**config.mk**
```make
export PLATFORM = sky130hd
export DESIGN_NAME = dac_update_arbiter_flat
export DESIGN_NICKNAME = d
export VERILOG_FILES = /design/src/rtl/dac_arb_pkg.sv /design/src/rtl/dac_update_arbiter_if.sv /design/src/rtl/rr_arbiter.sv /design/src/rtl/dac_update_arbiter.sv /design/src/flat_wrapper.sv
export SDC_FILE = /design/constraint.sdc
export NUM_CORES = 1
export LEC_CHECK = 0
export ABC_AREA = 1
export CELL_PAD_IN_SITES_DETAIL_PLACEMENT = 1
export CELL_PAD_IN_SITES_GLOBAL_PLACEMENT = 1
export CORE_MARGIN = 2
export CORE_UTILIZATION = 30
export DETAILED_ROUTE_END_ITERATION = 8
export GPL_ROUTABILITY_DRIVEN = 0
export PLACE_DENSITY = 0.78
export SYNTH_ARGS = -nofsm -noshare
export SYNTH_HDL_FRONTEND = slang
export SYNTH_HIERARCHICAL = 1
export SYNTH_SLANG_ARGS = --single-unit
```
**constraint.sdc**
```tcl
create_clock -name clk -period 3.7 [get_ports clk]
set_clock_uncertainty 0.15 [all_clocks]
set_input_delay 0.74 -clock clk [delete_from_list [all_inputs] [get_ports clk]]
set_output_delay 0.74 -clock clk [all_outputs]
set_load 0.1 [all_outputs]
```
**src/rtl/dac_arb_pkg.sv**
```systemverilog
// Shared types and sizing helpers for the DAC update arbiter.
package dac_arb_pkg;

  typedef enum logic [2:0] {
    StIdle,
    StIssue,
    StWaitBusy,
    StWaitDone,
    StGap
  } state_e;

  localparam int unsigned FRAME_W = 16;

  // One counter serves both the busy timeout and the inter-frame gap.
  function automatic int unsigned cnt_width(input int unsigned timeout,
                                            input int unsigned gap);
    int unsigned m;
    m = (timeout > gap) ? timeout : gap;
    return $clog2(m + 1);
  endfunction

  localparam int unsigned CNT_W = cnt_width(64, 4);

endpackage

```
**src/rtl/dac_update_arbiter_if.sv**
```systemverilog
// Requester and DAC transmitter signals of the DAC update arbiter.
interface dac_update_arbiter_if #(
  parameter int unsigned N_REQ  = 2,
  parameter int unsigned DATA_W = 8
);
  logic [N_REQ-1:0]        req;
  logic [N_REQ*DATA_W-1:0] req_data;
  logic [N_REQ-1:0]        ack;
  logic [N_REQ-1:0]        grant;
  logic                    dac_start;
  logic [DATA_W-1:0]       dac_data;
  logic                    dac_busy;

  // Arbiter side.
  modport master (
    input  req, req_data, dac_busy,
    output ack, grant, dac_start, dac_data
  );

  // Requesters and transmitter side.
  modport slave (
    output req, req_data, dac_busy,
    input  ack, grant, dac_start, dac_data
  );
endinterface

```
**src/rtl/rr_arbiter.sv**
```systemverilog
// Combinational round-robin picker: first set request at or above ptr, wrapping.
module rr_arbiter #(
  parameter int unsigned N_REQ = 2,
  localparam int unsigned IDX_W = $clog2(N_REQ)
) (
  input  logic [N_REQ-1:0] req,
  input  logic [IDX_W-1:0] ptr,
  output logic [N_REQ-1:0] gnt,
  output logic             valid,
  output logic [IDX_W-1:0] idx
);

  logic [IDX_W-1:0] cand;

  // Scan from ptr upward; the first hit wins.
  always_comb begin
    gnt   = '0;
    valid = 1'b0;
    idx   = '0;
    cand  = '0;
    for (int unsigned i = 0; i < N_REQ; i++) begin
      cand = IDX_W'((32'(ptr) + i) % N_REQ);
      if (!valid && req[cand]) begin
        valid     = 1'b1;
        idx       = cand;
        gnt[cand] = 1'b1;
      end
    end
  end

endmodule

```
**src/rtl/dac_update_arbiter.sv**
```systemverilog
// Shares one serial DAC transmitter between N_REQ sample requesters.
module dac_update_arbiter
  import dac_arb_pkg::*;
#(
  parameter int unsigned N_REQ   = 2,
  parameter int unsigned DATA_W  = 8,
  parameter int unsigned GAP_CYC = 4,
  parameter int unsigned TIMEOUT = 64
) (
  input  logic                 clk,
  input  logic                 rst,
  dac_update_arbiter_if.master bus,
  output logic                 err_timeout,
  output logic [FRAME_W-1:0]   frame_count
);

  localparam int unsigned IDX_W = $clog2(N_REQ);
  localparam int unsigned CNT_W_L = cnt_width(TIMEOUT, GAP_CYC);

  state_e              state_q, state_d;
  logic [IDX_W-1:0]    ptr_q, ptr_d;
  logic [N_REQ-1:0]    grant_q, grant_d;
  logic [DATA_W-1:0]   data_q, data_d;
  logic [CNT_W_L-1:0]  cnt_q, cnt_d;
  logic [N_REQ-1:0]    ack_q, ack_d;
  logic                err_q, err_d;
  logic [FRAME_W-1:0]  frame_count_q, frame_count_d;

  logic [N_REQ-1:0]    arb_gnt;
  logic                arb_valid;
  logic [IDX_W-1:0]    arb_idx;
  logic [DATA_W-1:0]   slices [N_REQ];

  for (genvar g = 0; g < N_REQ; g++) begin : g_slice
    assign slices[g] = bus.req_data[g*DATA_W +: DATA_W];
  end

  rr_arbiter #(
    .N_REQ (N_REQ)
  ) u_rr (
    .req   (bus.req),
    .ptr   (ptr_q),
    .gnt   (arb_gnt),
    .valid (arb_valid),
    .idx   (arb_idx)
  );

  // Next-state logic for the transaction FSM, counters and latches.
  always_comb begin
    state_d       = state_q;
    ptr_d         = ptr_q;
    grant_d       = grant_q;
    data_d        = data_q;
    cnt_d         = cnt_q;
    ack_d         = '0;
    err_d         = err_q;
    frame_count_d = frame_count_q;
    unique case (state_q)
      StIdle: begin
        if (arb_valid) begin
          grant_d = arb_gnt;
          data_d  = slices[arb_idx];
          ptr_d   = (arb_idx == IDX_W'(N_REQ - 1)) ? '0 : arb_idx + 1'b1;
          state_d = StIssue;
        end
      end
      StIssue: begin
        cnt_d   = '0;
        state_d = StWaitBusy;
      end
      StWaitBusy: begin
        if (bus.dac_busy) begin
          state_d = StWaitDone;
        end else if (cnt_q == CNT_W_L'(TIMEOUT - 1)) begin
          // Transmitter never answered: release the requester without counting a frame.
          err_d   = 1'b1;
          ack_d   = grant_q;
          grant_d = '0;
          cnt_d   = '0;
          state_d = StGap;
        end else begin
          cnt_d = cnt_q + 1'b1;
        end
      end
      StWaitDone: begin
        if (!bus.dac_busy) begin
          ack_d         = grant_q;
          frame_count_d = frame_count_q + 1'b1;
          grant_d       = '0;
          cnt_d         = '0;
          state_d       = StGap;
        end
      end
      StGap: begin
        if (cnt_q == CNT_W_L'(GAP_CYC - 1)) begin
          state_d = StIdle;
        end else begin
          cnt_d = cnt_q + 1'b1;
        end
      end
      default: state_d = StIdle;
    endcase
  end

  // State and datapath registers, cleared asynchronously.
  always_ff @(posedge clk or posedge rst) begin
    if (rst) begin
      state_q       <= StIdle;
      ptr_q         <= '0;
      grant_q       <= '0;
      data_q        <= '0;
      cnt_q         <= '0;
      ack_q         <= '0;
      err_q         <= 1'b0;
      frame_count_q <= '0;
    end else begin
      state_q       <= state_d;
      ptr_q         <= ptr_d;
      grant_q       <= grant_d;
      data_q        <= data_d;
      cnt_q         <= cnt_d;
      ack_q         <= ack_d;
      err_q         <= err_d;
      frame_count_q <= frame_count_d;
    end
  end

  assign bus.dac_start = (state_q == StIssue);
  assign bus.dac_data  = data_q;
  assign bus.grant     = grant_q;
  assign bus.ack       = ack_q;
  assign err_timeout   = err_q;
  assign frame_count   = frame_count_q;

endmodule

```
**src/flat_wrapper.sv**
```systemverilog
// flat-port wrapper written by rule: the top's interface ports become plain ports
module dac_update_arbiter_flat import dac_arb_pkg::*;
#(
  parameter int unsigned N_REQ   = 2,
  parameter int unsigned DATA_W  = 8,
  parameter int unsigned GAP_CYC = 4,
  parameter int unsigned TIMEOUT = 64
)
  (clk, rst, err_timeout, frame_count, bus_req, bus_req_data, bus_dac_busy, bus_ack, bus_grant, bus_dac_start, bus_dac_data);
  dac_update_arbiter_if #(.N_REQ(N_REQ), .DATA_W(DATA_W)) bus_i ();
  input  logic clk;
  input  logic rst;
  output logic err_timeout;
  output logic [FRAME_W-1:0] frame_count;
  input wire logic [$bits(bus_i.req)-1:0] bus_req;
  input wire logic [$bits(bus_i.req_data)-1:0] bus_req_data;
  input wire logic [$bits(bus_i.dac_busy)-1:0] bus_dac_busy;
  output wire logic [$bits(bus_i.ack)-1:0] bus_ack;
  output wire logic [$bits(bus_i.grant)-1:0] bus_grant;
  output wire logic [$bits(bus_i.dac_start)-1:0] bus_dac_start;
  output wire logic [$bits(bus_i.dac_data)-1:0] bus_dac_data;
  assign bus_i.req = bus_req;
  assign bus_i.req_data = bus_req_data;
  assign bus_i.dac_busy = bus_dac_busy;
  assign bus_ack = bus_i.ack;
  assign bus_grant = bus_i.grant;
  assign bus_dac_start = bus_i.dac_start;
  assign bus_dac_data = bus_i.dac_data;
  dac_update_arbiter #(.N_REQ(N_REQ), .DATA_W(DATA_W), .GAP_CYC(GAP_CYC), .TIMEOUT(TIMEOUT)) u_core (.clk(clk), .rst(rst), .bus(bus_i), .err_timeout(err_timeout), .frame_count(frame_count));
endmodule
```
==> impl_results.md, run 1 <==
* Status: finished clean
* All-layer global routing usage at 15.8%
* EDFF count, synth at 0
* GR Overflow Total at 0
* Average size of a mapped cell at 7.45 um^2
* Max VDD drop at 0.151 mV
* Most frequent cell after synthesis: nand2_1
* Post-cts resize count at 0
* Final hold vios at 0
* Die height at 91.8 um
* Post-cts hold buffer count at 0
* Synth Warn # at 6
* Register area share after synthesis at 43.3%
* Netlist cell types at 31
* FF-to-FF Start: u_core/cnt_q[0]$_DFFE_PP0P_
* DP HPWL at between 4000 and 5000 um
* N_diodes at 0
* Vias in the first global route at between 2k and 2.5k
* Leading area contributor after synthesis: dfrtp_1
* Synth area leaders: dfrtp_1 43%, nand2_1 18%, inv_1 5.5%
* Via density at 4.59
* Drt drc at 0
* Sink Count at 40
* Crit path from: u_core/frame_count[10]$_DFFE_PP0P_
* Share of the synthesized area in the top cell type at roughly 43%
* Die ar. at 0.00842 mm^2
* WL final at 6070 um
* Largest net degree at the start of global routing at 41
* Post-layout net count at 388
* Slew @ Worst Pin at 1.00 ns
* RSZ-0062 raised after global routing: false
* Design area at 0.00298 mm^2
* Max Cap Viol at 0
* Critical path class: reg2out
* Core ar. at 0.00761 mm^2
* Setup TNS at 0 ns
* Port Buffers at 50
* Fillers at 966
* Post-synth top cells: 111 x nand2_1, 40 x dfrtp_1, 34 x inv_1
* Leakage at between 1 and 1.5 nW
* Initial antenna violation count at 0
* Pre-CTS WS at 1.12 ns
* CP max-delay cell: clkdlybuf4s50_1
* Syn nets at around 330
* First-pass DRT Iterations at 4
* CTS root buf: clkbuf_8
* Post-route worst setup slack at 0.890 ns
* Routed len/inst at 13.0 um
* Final Max Slew Viols at 0
* CTS tree: built
* Starting Density at 30.4%
* First-pass GRT wire length at around 11000 um
* Die width at 91.8 um
* Worst Setup Start Kind: flip-flop
* Setup Buffers After CTS at 0
* DP Area at 0.00289 mm^2
* Hold_ws at 0.311 ns
* CTS buffer count at 5
* Antenna viol nets, final at 0
* Worst-path clk slew at 0.08 ns
* Slew headroom at 33.1%
* Layout area overhead at 28.9%
* I/O pins at 51
* DR vias at 2142
* Netlist area before placement at 0.00231 mm^2
* Final period util at approximately three quarters
* HP Class: reg2reg
* Post-layout minimum cycle time at 2.81 ns
* Top_reg_cell synth: dfrtp_1
* Count of final setup violators at 0
* Hold Startpoint: u_core/err_timeout$_DFFE_PP0P_
* Pwr/cell area at 258 mW/mm^2
* Max Clk Rate at 0.356 GHz
* DRT iter0 DRCs at 56
* Crit path max-delay family: buffers and inverters
* Synthesis-stage register bit count at 40
* Skew-Pair Late Insertion Delay at 0.29 ns
* Share of cells above drive strength 1 at 9.86%
* CTS H-tree depth at 2
* CP required at 2.81 ns
* Max clock buf depth at 2
* Largest fanout on the critical path at 5
* CP Buf/Inv Count at 1
* Critical path capture point type: output pin
* Cells along the critical path: clkdlybuf4s50_1
* Row cnt at 32
* Post-synthesis cell count at 310
* Worst Path Arrival at 1.92 ns
* Async SR Flop Fraction at 100%
* Post-Route Utilization at 39.1%
* Worst path max stage delay at around 1.2 ns
==> registers in the layout (all words and copies together) (netlist names) <==
| register | count |
|---|---|
| u_core/bus.dac_data | 8 |
| u_core/state_q | 3 |
| u_core/bus.grant | 2 |
| u_core/ptr_q | 1 |
| u_core/err_timeout | 1 |
| u_core/cnt_q | 7 |
| u_core/bus.ack | 2 |
| u_core/frame_count | 16 |
==> final cells by class <==
class	count	area (um^2)	area share [%]
multi-input combinational	226	1120	37.7
sequential	40	1000	33.6
timing repair buffer	51	485	16.3
inverter	40	155	5.21
tap	102	128	4.29
clock buffer	7	76.3	2.56
clock inverter	1	8.76	0.294
==> metrics by stage <==
step,instances,power (W)
detailed placement,459,0.000491
CTS,467,0.000784
global route,467,0.000804
global placement,459,0.000490
finish,467,0.000768
floorplan,310,0.000464
==> metal layers <==
layer | global-route usage, % | share of wire [%]
met2 | 26.3 | 47
met4 | 4.60 | 1.3
met5 | 0 | 0
met3 | 5.01 | 6.4
met1 | 19.7 | 45
==> where the power goes <==
part	switching, W	total (W)	internal [W]
combinational	0.0000207	0.0000440	0.0000233
sequential	0	0.000437	0.000437
clock	0.000152	0.000287	0.000135
==> placed cells by master, fill, tap and decap left out, drive strengths merged <==
cell	netlist	layout
o21ai	21	21
o21bai	1	1
clkbuf	1	7
ha	3	3
nand2	117	117
dfrtp	40	40
nand3	21	21
clkdlybuf4s50	0	41
buf	3	10
a21oi	3	3
nand3b	2	2
xnor2	5	5
nor3	4	4
a21boi	1	1
o22ai	1	1
xor2	7	7
or2	1	1
inv	39	39
a22oi	1	1
clkinv	1	2
nor2	30	30
nand4	8	8
==> final timing paths <==
kind | end | slack (ns) | cells past startpoint
max in group asynchronous | u_core/cnt_q[4]$_DFFE_PP0P_ | 2.31 | 3
min in group asynchronous | u_core/frame_count[3]$_DFFE_PP0P_ | 0.72 | 3
worst min-delay path | u_core/err_timeout$_DFFE_PP0P_ | 0.31 | 2
worst max register to register | u_core/cnt_q[4]$_DFFE_PP0P_ | 1.78 | 10
worst max-delay path | frame_count[10] | 0.89 | 1
worst min register to register | u_core/err_timeout$_DFFE_PP0P_ | 0.31 | 2
==> logic make-up after synthesis <==
group / Yosys count / share of synthesized area [%]
simple gates: 183 / 36.0
buf+inv: 44 / 8.07
flops: 40 / 43.3
compound gates: 28 / 6.44
xor+xnor: 12 / 4.55
fa+ha+maj: 3 / 1.62
Power figures use the tool's default switching activity.
==> inputs of run 2 (changes only) <==
--- a/config.mk
+++ b/config.mk
@@ -12,7 +12,7 @@
 export CORE_UTILIZATION = 30
 export DETAILED_ROUTE_END_ITERATION = 8
 export GPL_ROUTABILITY_DRIVEN = 0
-export PLACE_DENSITY = 0.78
+export PLACE_DENSITY = 0.81
 export SYNTH_ARGS = -nofsm -noshare
 export SYNTH_HDL_FRONTEND = slang
 export SYNTH_HIERARCHICAL = 1
==> constraint.sdc (replaced) <==
create_clock -name clk -period 2.26 [get_ports clk]
set_clock_uncertainty 0.15 [all_clocks]
set_input_delay 0.452 -clock clk [delete_from_list [all_inputs] [get_ports clk]]
set_output_delay 0.452 -clock clk [all_outputs]
set_load 0.1 [all_outputs]
==> impl_results.md, run 2 (synthesis results as in run 1) <==
* Status: finished clean (unchanged)
* Pwr/cell area at 438 mW/mm^2 (was 258 mW/mm^2)
* All-layer global routing usage at 14.9% (was 15.8%)
* Critical path capture point type: flip-flop (was output pin)
* Sink Count at 40 (unchanged)
* Final hold vios at 0 (unchanged)
* I/O pins at 51 (unchanged)
* Cells after DPL at 459 (unchanged)
* Largest fanout on the critical path at 17 (was 5)
* Critical path class: in2reg (was reg2out)
* CTS buffer count at 5 (unchanged)
* Die ar. at 0.00842 mm^2 (unchanged)
* Post-cts hold buffer count at 0 (unchanged)
* Count of final setup violators at 0 (unchanged)
* CTS root buf: clkbuf_8 (unchanged)
* Slew headroom at 45.5% (was 33.1%)
* Max Clk Rate at 0.506 GHz
* Layout area overhead at 29.2% (was 28.9%)
* Fillers at 960 (was 966)
* Post-layout minimum cycle time at 1.98 ns
* Max reg flops at 16 (unchanged)
* Routed len/inst at 12.8 um (was 13.0 um)
* Antenna viol nets, final at 0 (unchanged)
* First-pass GRT wire length at 10200 um (was 10700 um)
* Starting Density at 30.4% (unchanged)
* Drt drc at 0 (unchanged)
* Via density at 4.61 (was 4.59)
* Largest net degree at the start of global routing at 41 (unchanged)
* Max clock buf depth at 2 (unchanged)
* Worst Path Arrival at 2.04 ns (was 1.92 ns)
* DR vias at 2150 (was 2142)
* Final period util at 87.4%
* Port Buffers at 50 (unchanged)
* Fin cells at 466 (was 467)
* Comb pwr share at 5.8% (was 5.7%)
* Slew @ Worst Pin at 0.815 ns (was 1.00 ns)
* Max VDD drop at 0.268 mV (was 0.151 mV)
* Flop pwr share at 54.6% (was 56.9%)
* Skew-Pair Late Insertion Delay at 0.29 ns (about the same)
* Die width at 91.8 um (unchanged)
* Worst-path clk slew at 0.08 ns (about the same)
* Share of cells above drive strength 1 at 16.2% (was 9.86%)
* Row cnt at 32 (unchanged)
* WL final at 5960 um (was 6070 um)
* NetSw at 0.000281 W (was 0.000173 W)
* Final Max Slew Viols at 0 (unchanged)
* First-pass DRT Iterations at 4 (unchanged)
* Most frequent cells in the layout: 111 x nand2_1, 40 x dfrtp_1, 34 x inv_1 (was 111 x nand2_1, 41 x clkdlybuf4s50_1, 40 x dfrtp_1)
* Cell-internal power at 0.00103 W (was 0.000595 W)
* Initial antenna violation count at 0 (unchanged)
* Core ar. at 0.00761 mm^2 (unchanged)
* CTS tree: built (unchanged)
* GR Overflow Total at 0 (unchanged)
* DRT iter0 DRCs at 62 (was 56)
* RSZ-0062 raised after global routing: false (unchanged)
* Leakage at 1.51 nW (was 1.45 nW)
* Leading cell type in the layout, fill and taps excluded: nand2_1 (unchanged)
* Max Cap Viol at 0 (unchanged)
* Die height at 91.8 um (unchanged)
* Worst Setup Start Kind: input port (was flip-flop)
* CP required at 2.33 ns (was 2.81 ns)
* Hold_ws at 0.315 ns (was 0.311 ns)
* Setup Buffers After CTS at 0 (unchanged)
* Clock share of power at 39.6% (was 37.4%)
* DP HPWL at 4450 um (was 4780 um)
* N_diodes at 0 (unchanged)
* CTS H-tree depth at 2 (unchanged)
* Vias in the first global route at 2174 (was 2254)
* Sw Ratio at 21.5% (was 22.5%)
* HP Class: reg2reg (unchanged)
* Post-cts resize count at 0 (unchanged)
* Post-layout net count at 388 (unchanged)
-- run 2: power by group through the flow --
stage          sequential (W)  combinational, W  clock, W
6_report             0.000715         0.0000755  0.000518
5_1_grt              0.000715         0.0000864  0.000557
4_1_cts              0.000715         0.0000782  0.000534
3_5_place_dp         0.000729         0.0000783         0
3_3_place_gp         0.000729         0.0000759         0
2_1_floorplan        0.000729         0.0000308         0
-- run 2: critical path: stages --
cell and delay [ns]:
clkdlybuf4s50_1 0.48, inv_1 0.07, nor2_1 0.64, o21ai_0 0.23
o21ai_1 0.17
-- run 2: through the flow --
step | cell area [um^2] | utilization (%) | power, W | setup slack, ns | TNS, ns
after floorplan | 2320 | - | 0.000760 | 0.0445 | 0
after global placement | 2890 | 38.0 | 0.000805 | 0.0758 | 0
after detailed placement | 2890 | 38.0 | 0.000808 | -0.0431 | -0.192
after CTS | 2990 | 39.2 | 0.00133 | 0.279 | 0
after global routing | 2990 | 39.2 | 0.00136 | 0.0950 | 0
final | 2990 | 39.2 | 0.00131 | 0.284 | 0
-- run 2: final cells by class --
type | count | area [um^2] | area share [%]
flip-flops and latches | 40 | 1000 | 33.5
multi-input cells | 226 | 1130 | 38.0
clock buffers | 7 | 96.3 | 3.23
inverters | 40 | 155 | 5.20
well taps | 102 | 128 | 4.27
repair buffers | 51 | 470 | 15.8
-- run 2: per-layer routing --
metal	track usage, %	up-vias	share of wire (%)
met5	0	-	0
met4	4.35	0	1.5
met3	3.37	7	5.2
met2	25.4	45	49
met1	18.8	1022	45
li1	-	1076	-
-- run 2: path summary, 6_finish.rpt --
path	startpoint	cells after the start	to	slack, ns
min in group asynchronous	rst	3	u_core/bus.dac_data[5]$_DFFE_PP0P_	0.36
min	u_core/err_timeout$_DFFE_PP0P_	2	u_core/err_timeout$_DFFE_PP0P_	0.31
max reg2reg	u_core/cnt_q[0]$_DFFE_PP0P_	10	u_core/cnt_q[1]$_DFFE_PP0P_	0.40
max	bus_req[1]	5	u_core/bus.dac_data[3]$_DFFE_PP0P_	0.28
max in group asynchronous	rst	3	u_core/cnt_q[4]$_DFFE_PP0P_	1.39
min reg2reg	u_core/err_timeout$_DFFE_PP0P_	2	u_core/err_timeout$_DFFE_PP0P_	0.31
==> inputs of run 3 (changes only) <==
--- a/config.mk
+++ b/config.mk
@@ -12,7 +12,8 @@
 export CORE_UTILIZATION = 30
 export DETAILED_ROUTE_END_ITERATION = 8
 export GPL_ROUTABILITY_DRIVEN = 0
-export PLACE_DENSITY = 0.81
+export PLACE_DENSITY = 0.78
+export SLEW_MARGIN = 10
 export SYNTH_ARGS = -nofsm -noshare
 export SYNTH_HDL_FRONTEND = slang
 export SYNTH_HIERARCHICAL = 1
==> constraint.sdc (replaced) <==
create_clock -name clk -period 2.6 [get_ports clk]
set_clock_uncertainty 0.15 [all_clocks]
set_input_delay 0.52 -clock clk [delete_from_list [all_inputs] [get_ports clk]]
set_output_delay 0.52 -clock clk [all_outputs]
set_load 0.1 [all_outputs]
==> impl_results.md, run 3 (synthesis results as in run 1) <==
* Cell-internal power at 0.000871 W (was 0.00103 W)
* Pre-CTS WS at 0.188 ns (was -0.0431 ns)
* Status: finished clean (unchanged)
* Share of cells above drive strength 1 at 15.9% (was 16.2%)
* Row cnt at 32 (unchanged)
* Largest net degree at the start of global routing at 41 (unchanged)
* Cells along the critical path: clkdlybuf4s50_1 -> inv_1 -> nor2_1 -> o21ai_0 -> o21ai_1 (unchanged)
* Total stage count of the critical path at 5 (unchanged)
* Antenna viol nets, final at 0 (unchanged)
* DR vias at 2170 (was 2150)
* HP Class: reg2reg (unchanged)
* Post-route worst setup slack at 0.523 ns (was 0.284 ns)
* Worst Setup Start Kind: input port (unchanged)
* Critical path class: in2reg (unchanged)
* Slew headroom at 43.2% (was 45.5%)
* Met1 usage at 20.3% (was 18.8%)
* Max Clk Rate at 0.481 GHz
* NetSw at 0.000245 W (was 0.000281 W)
* GR Overflow Total at 0 (unchanged)
* Clock share of power at 38.6% (was 39.6%)
* Worst hold stages at 2 (unchanged)
* Post-layout net count at 388 (unchanged)
* CP max-delay cell: nor2_1 (unchanged)
* WL final at 6150 um (was 5960 um)
* Setup TNS at 0 ns (unchanged)
* Sink Count at 40 (unchanged)
* Final hold vios at 0 (unchanged)
* CTS H-tree depth at 2 (unchanged)
* Die height at 91.8 um (unchanged)
* CP Buf/Inv Count at 2 (unchanged)
* Post-cts hold buffer count at 0 (unchanged)
* I/O pins at 51 (unchanged)
* Slew @ Worst Pin at 0.849 ns (was 0.815 ns)
* Drt drc at 0 (unchanged)
* Count of final setup violators at 0 (unchanged)
* Comb pwr share at 5.7% (was 5.8%)
* Pwr/cell area at 380 mW/mm^2 (was 438 mW/mm^2)
* Die width at 91.8 um (unchanged)
* Setup Buffers After CTS at 0 (unchanged)
* Post-cts resize count at 0 (unchanged)
* First-pass GRT wire length at 10500 um (was 10200 um)
* Post-layout minimum cycle time at 2.08 ns
* Most frequent cells in the layout: 111 x nand2_1, 40 x dfrtp_1, 34 x inv_1 (unchanged)
* Leading cell type in the layout, fill and taps excluded: nand2_1 (unchanged)
* Skew-Pair Late Insertion Delay at 0.29 ns (about the same)
* Critical path capture point type: flip-flop (unchanged)
* Final Max Slew Viols at 0 (unchanged)
* Core ar. at 0.00761 mm^2 (unchanged)
* Via density at 4.65 (was 4.61)
* Leakage at 1.50 nW (was 1.51 nW)
* Max Cap Viol at 0 (unchanged)
* Fillers at 975 (was 960)
* DP HPWL at 4770 um (was 4450 um)
* CTS root buf: clkbuf_8 (unchanged)
* Max clock buf depth at 2 (unchanged)
* Max reg flops at 16 (unchanged)
* R2r worst-path depth at 10 (unchanged)
* Max VDD drop at 0.189 mV (was 0.268 mV)
* Die ar. at 0.00842 mm^2 (unchanged)
* CP required at 2.66 ns (was 2.33 ns)
* Grt peak-use layer: met2 (unchanged)
* Starting Density at 30.4% (unchanged)
* Port Buffers at 50 (unchanged)
* Final period util at 79.9%
* Initial antenna violation count at 0 (unchanged)
* CTS buffer count at 5 (unchanged)
* Sw Ratio at 22.0% (was 21.5%)
* First-pass DRT Iterations at 4 (unchanged)
* Crit path max-delay family: simple AND/OR/NAND/NOR gates (unchanged)
* All-layer global routing usage at 15.4% (was 14.9%)
* Worst path max stage delay at 0.66 ns (was 0.64 ns)
* Setup slack, reg-to-reg at 0.73 ns (was 0.40 ns)
* Layout area overhead at 27.0% (was 29.2%)
* CTS tree: built (unchanged)
* Worst-path clk slew at 0.08 ns (about the same)
* N_diodes at 0 (unchanged)
* Vias in the first global route at 2237 (was 2174)
* GRT met2 Usage at 25.1% (was 25.4%)
* Worst Path Arrival at 2.14 ns (was 2.04 ns)
* Largest fanout on the critical path at 17 (unchanged)
* DRT iter0 DRCs at 73 (was 62)
* Global-route met3 utilization at 4.11% (was 3.37%)
* Flop pwr share at 55.6% (was 54.6%)
* Routed len/inst at 13.2 um (was 12.8 um)
* RSZ-0062 raised after global routing: false (unchanged)
run 3: per-stage QoR:
| step | instance area, um^2 | total power (W) | util (%) | instances | hold WS, ns |
|---|---|---|---|---|---|
| finish | 2940 | 0.00112 | 38.6 | 467 | 0.328 |
| global route | 2940 | 0.00116 | 38.6 | 467 | 0.352 |
| CTS | 2940 | 0.00114 | 38.6 | 467 | 0.339 |
| detailed placement | 2850 | 0.000700 | 37.4 | 459 | 0.318 |
| global placement | 2850 | 0.000698 | 37.4 | 459 | 0.305 |
| floorplan | 2320 | 0.000661 | - | 310 | 0.337 |
run 3: power by group through the flow:
stage	Sequential, W	Clock, W	Combinational, W
2_1_floorplan	0.000634	0	0.0000267
3_5_place_dp	0.000634	0	0.0000657
4_1_cts	0.000621	0.000449	0.0000657
6_report	0.000621	0.000432	0.0000637
5_1_grt	0.000621	0.000470	0.0000725
3_3_place_gp	0.000634	0	0.0000642
run 3: area by class of cell:
| class | count | area (um^2) | area share [%] |
|---|---|---|---|
| clock buffers | 8 | 90.1 | 3.07 |
| inverters | 40 | 155 | 5.29 |
| repair buffers | 51 | 433 | 14.7 |
| well taps | 102 | 128 | 4.35 |
| flip-flops and latches | 40 | 1000 | 34.1 |
| multi-input cells | 226 | 1130 | 38.4 |
run 3: layer usage:
layer	up-vias	share of wire (%)	wire length, um
met5	-	0	0
met4	0	0.94	58
met3	6	6.0	369
met2	54	45	2790
met1	1030	48	2930
li1	1080	-	-
run 3: path summary, 6_finish.rpt:
kind                                           startpoint                            endpoint
max                                            bus_req[1]  u_core/bus.dac_data[2]$_DFFE_PP0P_
min                        u_core/err_timeout$_DFFE_PP0P_      u_core/err_timeout$_DFFE_PP0P_
max reg2reg                   u_core/cnt_q[0]$_DFFE_PP0P_         u_core/cnt_q[3]$_DFFE_PP0P_
min reg2reg                u_core/err_timeout$_DFFE_PP0P_      u_core/err_timeout$_DFFE_PP0P_
max in group asynchronous                             rst         u_core/cnt_q[3]$_DFFE_PP0P_
min in group asynchronous                             rst  u_core/frame_count[13]$_DFFE_PP0P_
run 3: worst reg2reg max path, stage by stage (launching register included):
cell     delay [ns]
dfrtp_1        0.45
ha_1           0.22
inv_1          0.06
nor2_1         0.21
nand3_1        0.10
nand2_1        0.15
nand2_2        0.08
nand2_4        0.13
inv_2          0.09
nand2_1        0.08
nand2_1        0.05
